--- src/rtl/ccff_chain_loader.sv ---
// Serializes host bitstream words MSB-first onto one tile's configuration chain.
// Define CCFF_READBACK_EN to enable readback-compare (verify) passes against ccff_tail.
module ccff_chain_loader #(
   parameter int CHAIN_LEN = 20,
   parameter int WORD_W    = 8,
   parameter int CNT_W     = 16
) (
   input  logic              prog_clk,
   input  logic              pReset,
   input  logic              start,
   input  logic              verify_mode,
   input  logic [WORD_W-1:0] bs_data,
   input  logic              bs_valid,
   output logic              bs_ready,
   output logic              ccff_head,
   output logic              ccff_en,
   input  logic              ccff_tail,
   output logic              busy,
   output logic              done,
   output logic              verify_err,
   output logic [CNT_W-1:0]  bit_cnt
);

   localparam int WCW = $clog2(WORD_W);

   typedef enum logic [1:0] {IDLE, LOAD, SHIFT, DONE} state_t;

   state_t            state_q;
   logic [WORD_W-1:0] shiftReg_q;
   logic [WCW-1:0]    wordCnt_q;
   logic [CNT_W-1:0]  bitCnt_q;
   logic              bsReady_q;
   logic              ccffEn_q;
   logic              busy_q;
   logic              done_q;
   logic              verifyErr_q;
   logic              lastBit_d;
   logic              wordEnd_d;
   logic              mismatch_d;

   assign lastBit_d = (bitCnt_q == CNT_W'(CHAIN_LEN - 1));
   assign wordEnd_d = (wordCnt_q == WCW'(WORD_W - 1));

`ifdef CCFF_READBACK_EN
   logic verify_q;

   // The tail emits bit k of the previous pass while bit k is shifted in now.
   assign mismatch_d = verify_q && (ccff_tail != shiftReg_q[WORD_W-1]);
`else
   logic unusedInputs;

   assign unusedInputs = ccff_tail ^ verify_mode;
   assign mismatch_d   = 1'b0;
`endif

   always_ff @(posedge prog_clk) begin
      if (pReset) begin
         state_q     <= IDLE;
         shiftReg_q  <= '0;
         wordCnt_q   <= '0;
         bitCnt_q    <= '0;
         bsReady_q   <= 1'b0;
         ccffEn_q    <= 1'b0;
         busy_q      <= 1'b0;
         done_q      <= 1'b0;
         verifyErr_q <= 1'b0;
`ifdef CCFF_READBACK_EN
         verify_q    <= 1'b0;
`endif
      end else begin
         case (state_q)
            IDLE, DONE: begin
               if (start) begin
                  state_q     <= LOAD;
                  shiftReg_q  <= '0;
                  bitCnt_q    <= '0;
                  bsReady_q   <= 1'b1;
                  busy_q      <= 1'b1;
                  done_q      <= 1'b0;
                  verifyErr_q <= 1'b0;
`ifdef CCFF_READBACK_EN
                  verify_q    <= verify_mode;
`endif
               end
            end
            LOAD: begin
               if (bs_valid && bsReady_q) begin
                  state_q    <= SHIFT;
                  shiftReg_q <= bs_data;
                  wordCnt_q  <= '0;
                  bsReady_q  <= 1'b0;
                  ccffEn_q   <= 1'b1;
               end
            end
            SHIFT: begin
               shiftReg_q  <= {shiftReg_q[WORD_W-2:0], 1'b0};
               bitCnt_q    <= bitCnt_q + 1'b1;
               wordCnt_q   <= wordCnt_q + 1'b1;
               verifyErr_q <= verifyErr_q | mismatch_d;
               // The chain-length limit takes priority so surplus word bits are dropped.
               if (lastBit_d) begin
                  state_q    <= DONE;
                  shiftReg_q <= '0;
                  ccffEn_q   <= 1'b0;
                  busy_q     <= 1'b0;
                  done_q     <= 1'b1;
               end else if (wordEnd_d) begin
                  state_q   <= LOAD;
                  ccffEn_q  <= 1'b0;
                  bsReady_q <= 1'b1;
               end
            end
            default: begin
               state_q <= IDLE;
            end
         endcase
      end
   end

   assign bs_ready   = bsReady_q;
   assign ccff_head  = shiftReg_q[WORD_W-1];
   assign ccff_en    = ccffEn_q;
   assign busy       = busy_q;
   assign done       = done_q;
   assign verify_err = verifyErr_q;
   assign bit_cnt    = bitCnt_q;

endmodule

--- config.mk ---
export PLATFORM = sky130hd
export DESIGN_NAME = ccff_chain_loader
export DESIGN_NICKNAME = d
export VERILOG_FILES = /design/src/rtl/ccff_chain_loader.sv
export SDC_FILE = /design/constraint.sdc
export NUM_CORES = 1
export LEC_CHECK = 0
export CAP_MARGIN = 20
export CORE_MARGIN = 2
export CORE_UTILIZATION = 50
export CTS_CLUSTER_DIAMETER = 60
export DETAILED_ROUTE_END_ITERATION = 16
export GPL_TIMING_DRIVEN = 0
export PLACE_DENSITY = 0.79
export SYNTH_ARGS = -nofsm -noshare
export SYNTH_HDL_FRONTEND = slang
export SYNTH_SLANG_ARGS = --single-unit
--- constraint.sdc ---
create_clock -name prog_clk -period 2.41 [get_ports prog_clk]
set_input_delay 0.6025 -clock prog_clk [delete_from_list [all_inputs] [get_ports prog_clk]]
set_output_delay 0.6025 -clock prog_clk [all_outputs]
set_load 0.05 [all_outputs]
==> results of run 1 <==
[logic make-up (layout without fill, tap and decap cells)]
logic type | count (synthesis) | count (layout) | share of synthesized area [%]
simple gates | 68 | 68 | 24.7
mux | 3 | 3 | 2.07
other cells | 1 | 1 | 0.222
fa+ha+maj | 5 | 5 | 3.70
flops | 33 | 33 | 39.1
xor+xnor | 4 | 4 | 2.07
compound gates | 63 | 63 | 23.7
buf+inv | 14 | 53 | 4.37
[per-stage QoR]
step           power, µW  hold slack (ns)  cells
2_1_floorplan       1020            0.444    191
3_3_place_gp        1160            0.457    269
3_5_place_dp        1160            0.462    269
4_1_cts             1480            0.475    276
5_1_grt             1570            0.513    276
6_report            1470            0.472    276
[worst min-delay path, cell delays in order (launching register included)]
cell and delay, ns:
dfxtp_1 0.33, nand2_1 0.06, a21oi_1 0.05
[where the power goes]
| group | switching [µW] | internal [µW] | leakage (µW) |
|---|---|---|---|
| logic | 343 | 194 | 0.000389 |
| registers | 30.1 | 582 | 0.000267 |
| clock network | 179 | 138 | 0.0000314 |
| total | 552 | 914 | 0.000688 |
[routing by layer]
| layer | routed length, µm | share of wire [%] |
|---|---|---|
| met4 | 71 | 2.0 |
| met2 | 1710 | 47 |
| met5 | 0 | 0 |
| met1 | 1680 | 46 |
| met3 | 164 | 4.5 |
[layout make-up]
| type | count | area, µm² |
|---|---|---|
| inverter | 3 | 11.3 |
| sequential | 33 | 661 |
| timing repair buffer | 32 | 320 |
| multi-input combinational | 144 | 955 |
| buffer | 11 | 62.6 |
| tap | 46 | 57.6 |
| clock buffer | 7 | 55.1 |
| fill | 298 | 1160 |
[state kept, by name, summed over array words and instances (netlist names)]
name	cells
bit_cnt	16
bs_ready	1
busy	1
ccff_en	1
done	1
shiftReg_q	8
state_q	2
wordCnt_q	3
[how the worst min path moves through the flow]
stage                  from           end  slack (ns)  cells after the start
6_report       wordCnt_q[0]  wordCnt_q[0]        0.47                      2
5_1_grt        wordCnt_q[0]  wordCnt_q[0]        0.51                      2
4_1_cts        wordCnt_q[0]  wordCnt_q[0]        0.48                      2
3_5_place_dp   wordCnt_q[0]  wordCnt_q[0]        0.46                      2
3_3_place_gp   wordCnt_q[0]  wordCnt_q[0]        0.46                      2
2_1_floorplan  wordCnt_q[0]  wordCnt_q[0]        0.44                      2
[cells in the mapped netlist (6+ instances only)]
master,instances
nand4_1,6
nand3_1,9
a22oi_1,8
nor2_1,12
o21ai_0,10
a211oi_1,8
a21oi_1,24
nand2_1,8
dfxtp_1,33
==> results.py, run 1 <==
metrics = {
    "status": {
        "status": "finished clean",
    },
    "floorplan": {
        "initial_utilization_pct": 51.4,
        "io_pins": 36,
        "die_h_um": 62.1,
        "core_region_area_um2": 3280,
        "rows": 21,
        "die_area_um2": 3860,
        "die_x_um": 62.1,
    },
    "cts": {
        "cts_buffers": 5,
        "clkLatencyLatePin_ns": 0.34,
        "clkTransAtPathRegs_ns": 0.10,
        "clockBufferDepth": 2,
        "root_buffer": "clkbuf_4",
        "tritoncts": "built",
        "postCtsSetupBuffers": 0,
        "clock-sinks": 33,
        "h-tree-depth": 2,
        "hold_buffers": 0,
        "ctsResizeCount": 0,
    },
    "critical_path": {
        "crit_end": "bit_cnt[3]",
        "cp_top_family": "buffers and inverters",
        "cp_max_fo": 7,
        "crit_slowest_cell": "clkdlybuf4s50_1",
        "end_kind": "output port",
        "worst_r2r_path_depth": 7,
        "rr_startpoint": "state_q[0]",
        "r2r_end": "shiftReg_q[4]",
        "rrSetupSlack_ns": 0.33,
        "arrival_ns": 1.66,
        "crit_buf_inv": 1,
        "startpoint": "bit_cnt[3]",
        "crit_chain": "clkdlybuf4s50_1",
        "path_depth": 1,
        "startpoint_type": "flip-flop",
        "critPathRequiredTime_ns": 1.81,
        "max_stage_delay_ns": 0.86,
        "worstSetupPathType": "reg2out",
    },
    "timing": {
        "worstMarginPinSlew_ns": 0.511,
        "hold_violations": 0,
        "slew_headroom_pct": 65.6,
        "skew_ns": 0.00576,
        "setup_viol": 0,
        "setup-tns-final_ns": 0,
        "max_freq_ghz": 0.441,
        "slew_violations": 0,
        "fin_crit_ns": 2.27,
        "rsz0062_at_grt": "false",
        "layout_setup_ws_ns": 0.143,
        "min_period_over_period_pct": 94.1,
    },
    "yosys": {
        "synth_fp_nets": 210,
        "syn_inst": 191,
        "syn_area_um2": 1690,
        "synth_edf_count": 0,
        "yosysSeqAreaShare_pct": 39.1,
        "synth_top_area_share_pct": 39.1,
        "ys_types": 42,
        "synthArstFlopShare_pct": 0,
        "yosys_warnings": 0,
        "yosys_register_bits": 33,
        "synth_area_leaders": "dfxtp_1 39%, a21oi_1 7.1%, ha_1 3.7%",
        "yosys_most_used_dff": "dfxtp_1",
        "yosysTopAreaCell": "dfxtp_1",
        "syn_avg_cell_area_um2": 8.84,
    },
    "global_routing": {
        "grt_start_max_net_pins": 11,
        "busiest_layer": "met2",
        "grt_util_met3_pct": 4.53,
        "grt_pass1_wl_mm": 6.35,
        "grt_use_met2_pct": 33.8,
        "overflow": 0,
        "antenna_found_initial": 0,
        "track_usage_pct": 20.5,
        "grt_pass1_vias": 1402,
        "met1_usage_pct": 24.9,
    },
    "cells_and_area": {
        "drive_above_1_share_pct": 8.70,
        "layout.nets": 249,
        "layout_common_cells": "33 x dfxtp_1, 32 x clkdlybuf4s50_1, 24 x a21oi_1, 12 x nor2_1, 10 x o21ai_0",
        "fin_util_pct": 64.6,
        "area_delta_synth_final_pct": 25.6,
        "diodes": 0,
        "mostFrequentLayoutCell": "dfxtp_1",
        "final_cell_area_um2": 2120,
    },
    "power_and_ir_drop": {
        "leakage_uw": 0.000688,
        "max-vdd-ir-drop_mv": 0.422,
        "p_per_area_nw_per_um2": 691,
    },
    "drt": {
        "avgViaCountPerCell": 5.63,
        "drc_errors": 0,
        "drtIter0Drc": 63,
        "vias": 1555,
        "wl_per_cell_um": 13.1,
        "drt_wl_total_mm": 3.62,
        "dr.pass1.iters": 4,
        "antenna_left": 0,
    },
    "place": {
        "placed_area_um2": 2070,
        "numPortBuffers": 32,
        "hpwl_mm": 2.65,
        "pre_cts_ws_ns": 0.0782,
        "place_congestion": 0.813,
    },
    "hold_path": {
        "hold_path_class": "reg2reg",
    },
    "job": {
        "cap_viol_max_count": 0,
    },
}
(Power assumes the default switching activity.)
==> run 2: changes to the inputs <==
--- a/config.mk
+++ b/config.mk
@@ -6,12 +6,12 @@
 export NUM_CORES = 1
 export LEC_CHECK = 0
 export CAP_MARGIN = 20
-export CORE_MARGIN = 2
 export CORE_UTILIZATION = 50
 export CTS_CLUSTER_DIAMETER = 60
 export DETAILED_ROUTE_END_ITERATION = 16
 export GPL_TIMING_DRIVEN = 0
 export PLACE_DENSITY = 0.79
+export SETUP_SLACK_MARGIN = 0.05
 export SYNTH_ARGS = -nofsm -noshare
 export SYNTH_HDL_FRONTEND = slang
 export SYNTH_SLANG_ARGS = --single-unit
==> run 2 against run 1 <==
Worst setup slack improved by 0.010 ns. Total power barely moved. First-iteration DRC count rose by 120%. Design area fell by 0.41%. Register-to-register slack barely moved. Critical path depth did not move. Count of clock-buffer cells in the layout rose by 1. Non-clock buffer count did not move. Critical endpoint is now bit_cnt[11]. Hold slack improved by 0.016 ns.
==> results.py, run 2 (synthesis gave the netlist of run 1 again) <==
metrics = {
    "floorplan": {
        "rows": 20,
        "die_x_um": 60.1,
        "io_pins": 36,
        "die_area_um2": 3610,
        "die_h_um": 60.1,
        "core_region_area_um2": 3130,
        "initial_utilization_pct": 54.0,
    },
    "critical_path": {
        "crit_buf_inv": 1,
        "cp_max_fo": 8,
        "worstSetupPathType": "reg2out",
        "critPathRequiredTime_ns": 1.81,
        "end_kind": "output port",
        "rrSetupSlack_ns": 0.34,
        "startpoint_type": "flip-flop",
        "arrival_ns": 1.65,
        "cp_top_family": "buffers and inverters",
        "worst_r2r_path_depth": 7,
        "crit_chain": "clkdlybuf4s50_1",
        "max_stage_delay_ns": 0.85,
        "rr_startpoint": "state_q[0]",
        "crit_slowest_cell": "clkdlybuf4s50_1",
        "r2r_end": "shiftReg_q[3]",
    },
    "cells_and_area": {
        "multi_input_area_um2": 955,
        "fillerInstances": 265,
        "largest_reg_flops": 16,
        "register_area_um2": 661,
        "area_delta_synth_final_pct": 25.1,
        "mostFrequentLayoutCell": "dfxtp_1",
        "layout_common_cells": "33 x dfxtp_1, 32 x clkdlybuf4s50_1, 24 x a21oi_1, 12 x nor2_1, 10 x o21ai_0",
        "diodes": 0,
        "drive_above_1_share_pct": 8.23,
        "layout.nets": 249,
    },
    "place": {
        "place_congestion": 0.892,
        "numPortBuffers": 32,
        "hpwl_mm": 3.03,
        "pre_cts_ws_ns": 0.0622,
    },
    "power_and_ir_drop": {
        "max-vdd-ir-drop_mv": 0.482,
        "leakage_uw": 0.000683,
        "p_per_area_nw_per_um2": 694,
    },
    "timing": {
        "setup-tns-final_ns": 0,
        "hold_violations": 0,
        "slew_violations": 0,
        "skew_ns": 0.00588,
        "rsz0062_at_grt": "false",
        "layout_setup_ws_ns": 0.153,
        "setup_viol": 0,
        "fin_crit_ns": 2.26,
        "slew_headroom_pct": 62.7,
        "min_period_over_period_pct": 93.7,
        "max_freq_ghz": 0.443,
        "worstMarginPinSlew_ns": 0.558,
    },
    "cts": {
        "h-tree-depth": 2,
        "postCtsSetupBuffers": 0,
        "clkTransAtPathRegs_ns": 0.10,
        "clockBufferDepth": 2,
        "clkLatencyLatePin_ns": 0.34,
        "ctsResizeCount": 0,
        "cts_buffers": 5,
        "clock-sinks": 33,
        "hold_buffers": 0,
        "tritoncts": "built",
        "root_buffer": "clkbuf_4",
    },
    "status": {
        "status": "finished clean",
    },
    "drt": {
        "antenna_left": 0,
        "drtIter0Drc": 140,
        "wl_per_cell_um": 15.1,
        "dr.pass1.iters": 4,
        "vias": 1649,
        "avgViaCountPerCell": 6.00,
        "drt_wl_total_mm": 4.15,
        "drc_errors": 0,
    },
    "global_routing": {
        "grt_pass1_vias": 1513,
        "grt_pass1_wl_mm": 6.78,
        "track_usage_pct": 25.1,
        "overflow": 0,
        "antenna_found_initial": 0,
        "grt_start_max_net_pins": 11,
    },
    "hold_path": {
        "hold_path_end": "shiftReg_q[1]",
        "hp-start": "shiftReg_q[0]",
        "hold_path_class": "reg2reg",
        "holdPathStages": 2,
    },
    "job": {
        "cap_viol_max_count": 0,
    },
}
-- run 2: cell types whose count changed in the layout (fill, tap and decap cells not counted) --
| cell | delta |
|---|---|
| clkbuf_1 | +2 |
| clkbuf_8 | -1 |
-- run 2: how the worst max path moves through the flow --
stage / start / to / slack, ns / depth (start not counted)
floorplan: bit_cnt[0] / state_q[0] / 0.45 / 6
global placement: start / bit_cnt[4] / 0.13 / 5
detailed placement: start / bit_cnt[4] / 0.06 / 5
CTS: bit_cnt[11] / bit_cnt[11] / 0.14 / 1
global route: bit_cnt[11] / bit_cnt[11] / 0.05 / 1
finish: bit_cnt[11] / bit_cnt[11] / 0.15 / 1
-- run 2: stage by stage --
| step | std cells | hold WS, ns | total power (µW) | util, % | area, µm² |
|---|---|---|---|---|---|
| 6_report | 275 | 0.488 | 1470 | 67.6 | 2110 |
| 5_1_grt | 275 | 0.510 | 1540 | 67.6 | 2110 |
| 4_1_cts | 275 | 0.491 | 1460 | 67.6 | 2110 |
| 3_5_place_dp | 267 | 0.471 | 1170 | 66.0 | 2060 |
| 3_3_place_gp | 267 | 0.457 | 1140 | 66.0 | 2060 |
| 2_1_floorplan | 191 | 0.444 | 1020 | - | 1690 |
-- run 2: layout make-up --
class	instances	share of cell area (%)
buffer	11	2.96
clock buffer	8	2.31
inverter	3	0.533
multi-input combinational	144	45.2
sequential	33	31.3
tap	44	2.61
timing repair buffer	32	15.2
-- run 2: worst min-delay path: stages, from the launching register on --
cell and delay, ns:
dfxtp_1 0.33, nand3_1 0.06, a211oi_1 0.06
-- run 2: report_power, final --
| group | total [µW] | internal (µW) | switching (µW) | leakage, µW |
|---|---|---|---|---|
| registers | 612 | 582 | 30.3 | 0.000267 |
| logic | 552 | 195 | 358 | 0.000389 |
| clock network | 302 | 116 | 185 | 0.0000265 |
| total | 1470 | 893 | 574 | 0.000683 |
-- run 2: per-layer routing --
layer	track usage, %	part of all wire [%]	vias up
met1	32.1	46	808
met2	40.3	49	38
li1	-	-	797
met3	4.55	4.4	6
met4	12.3	0.92	0
met5	0	0	-
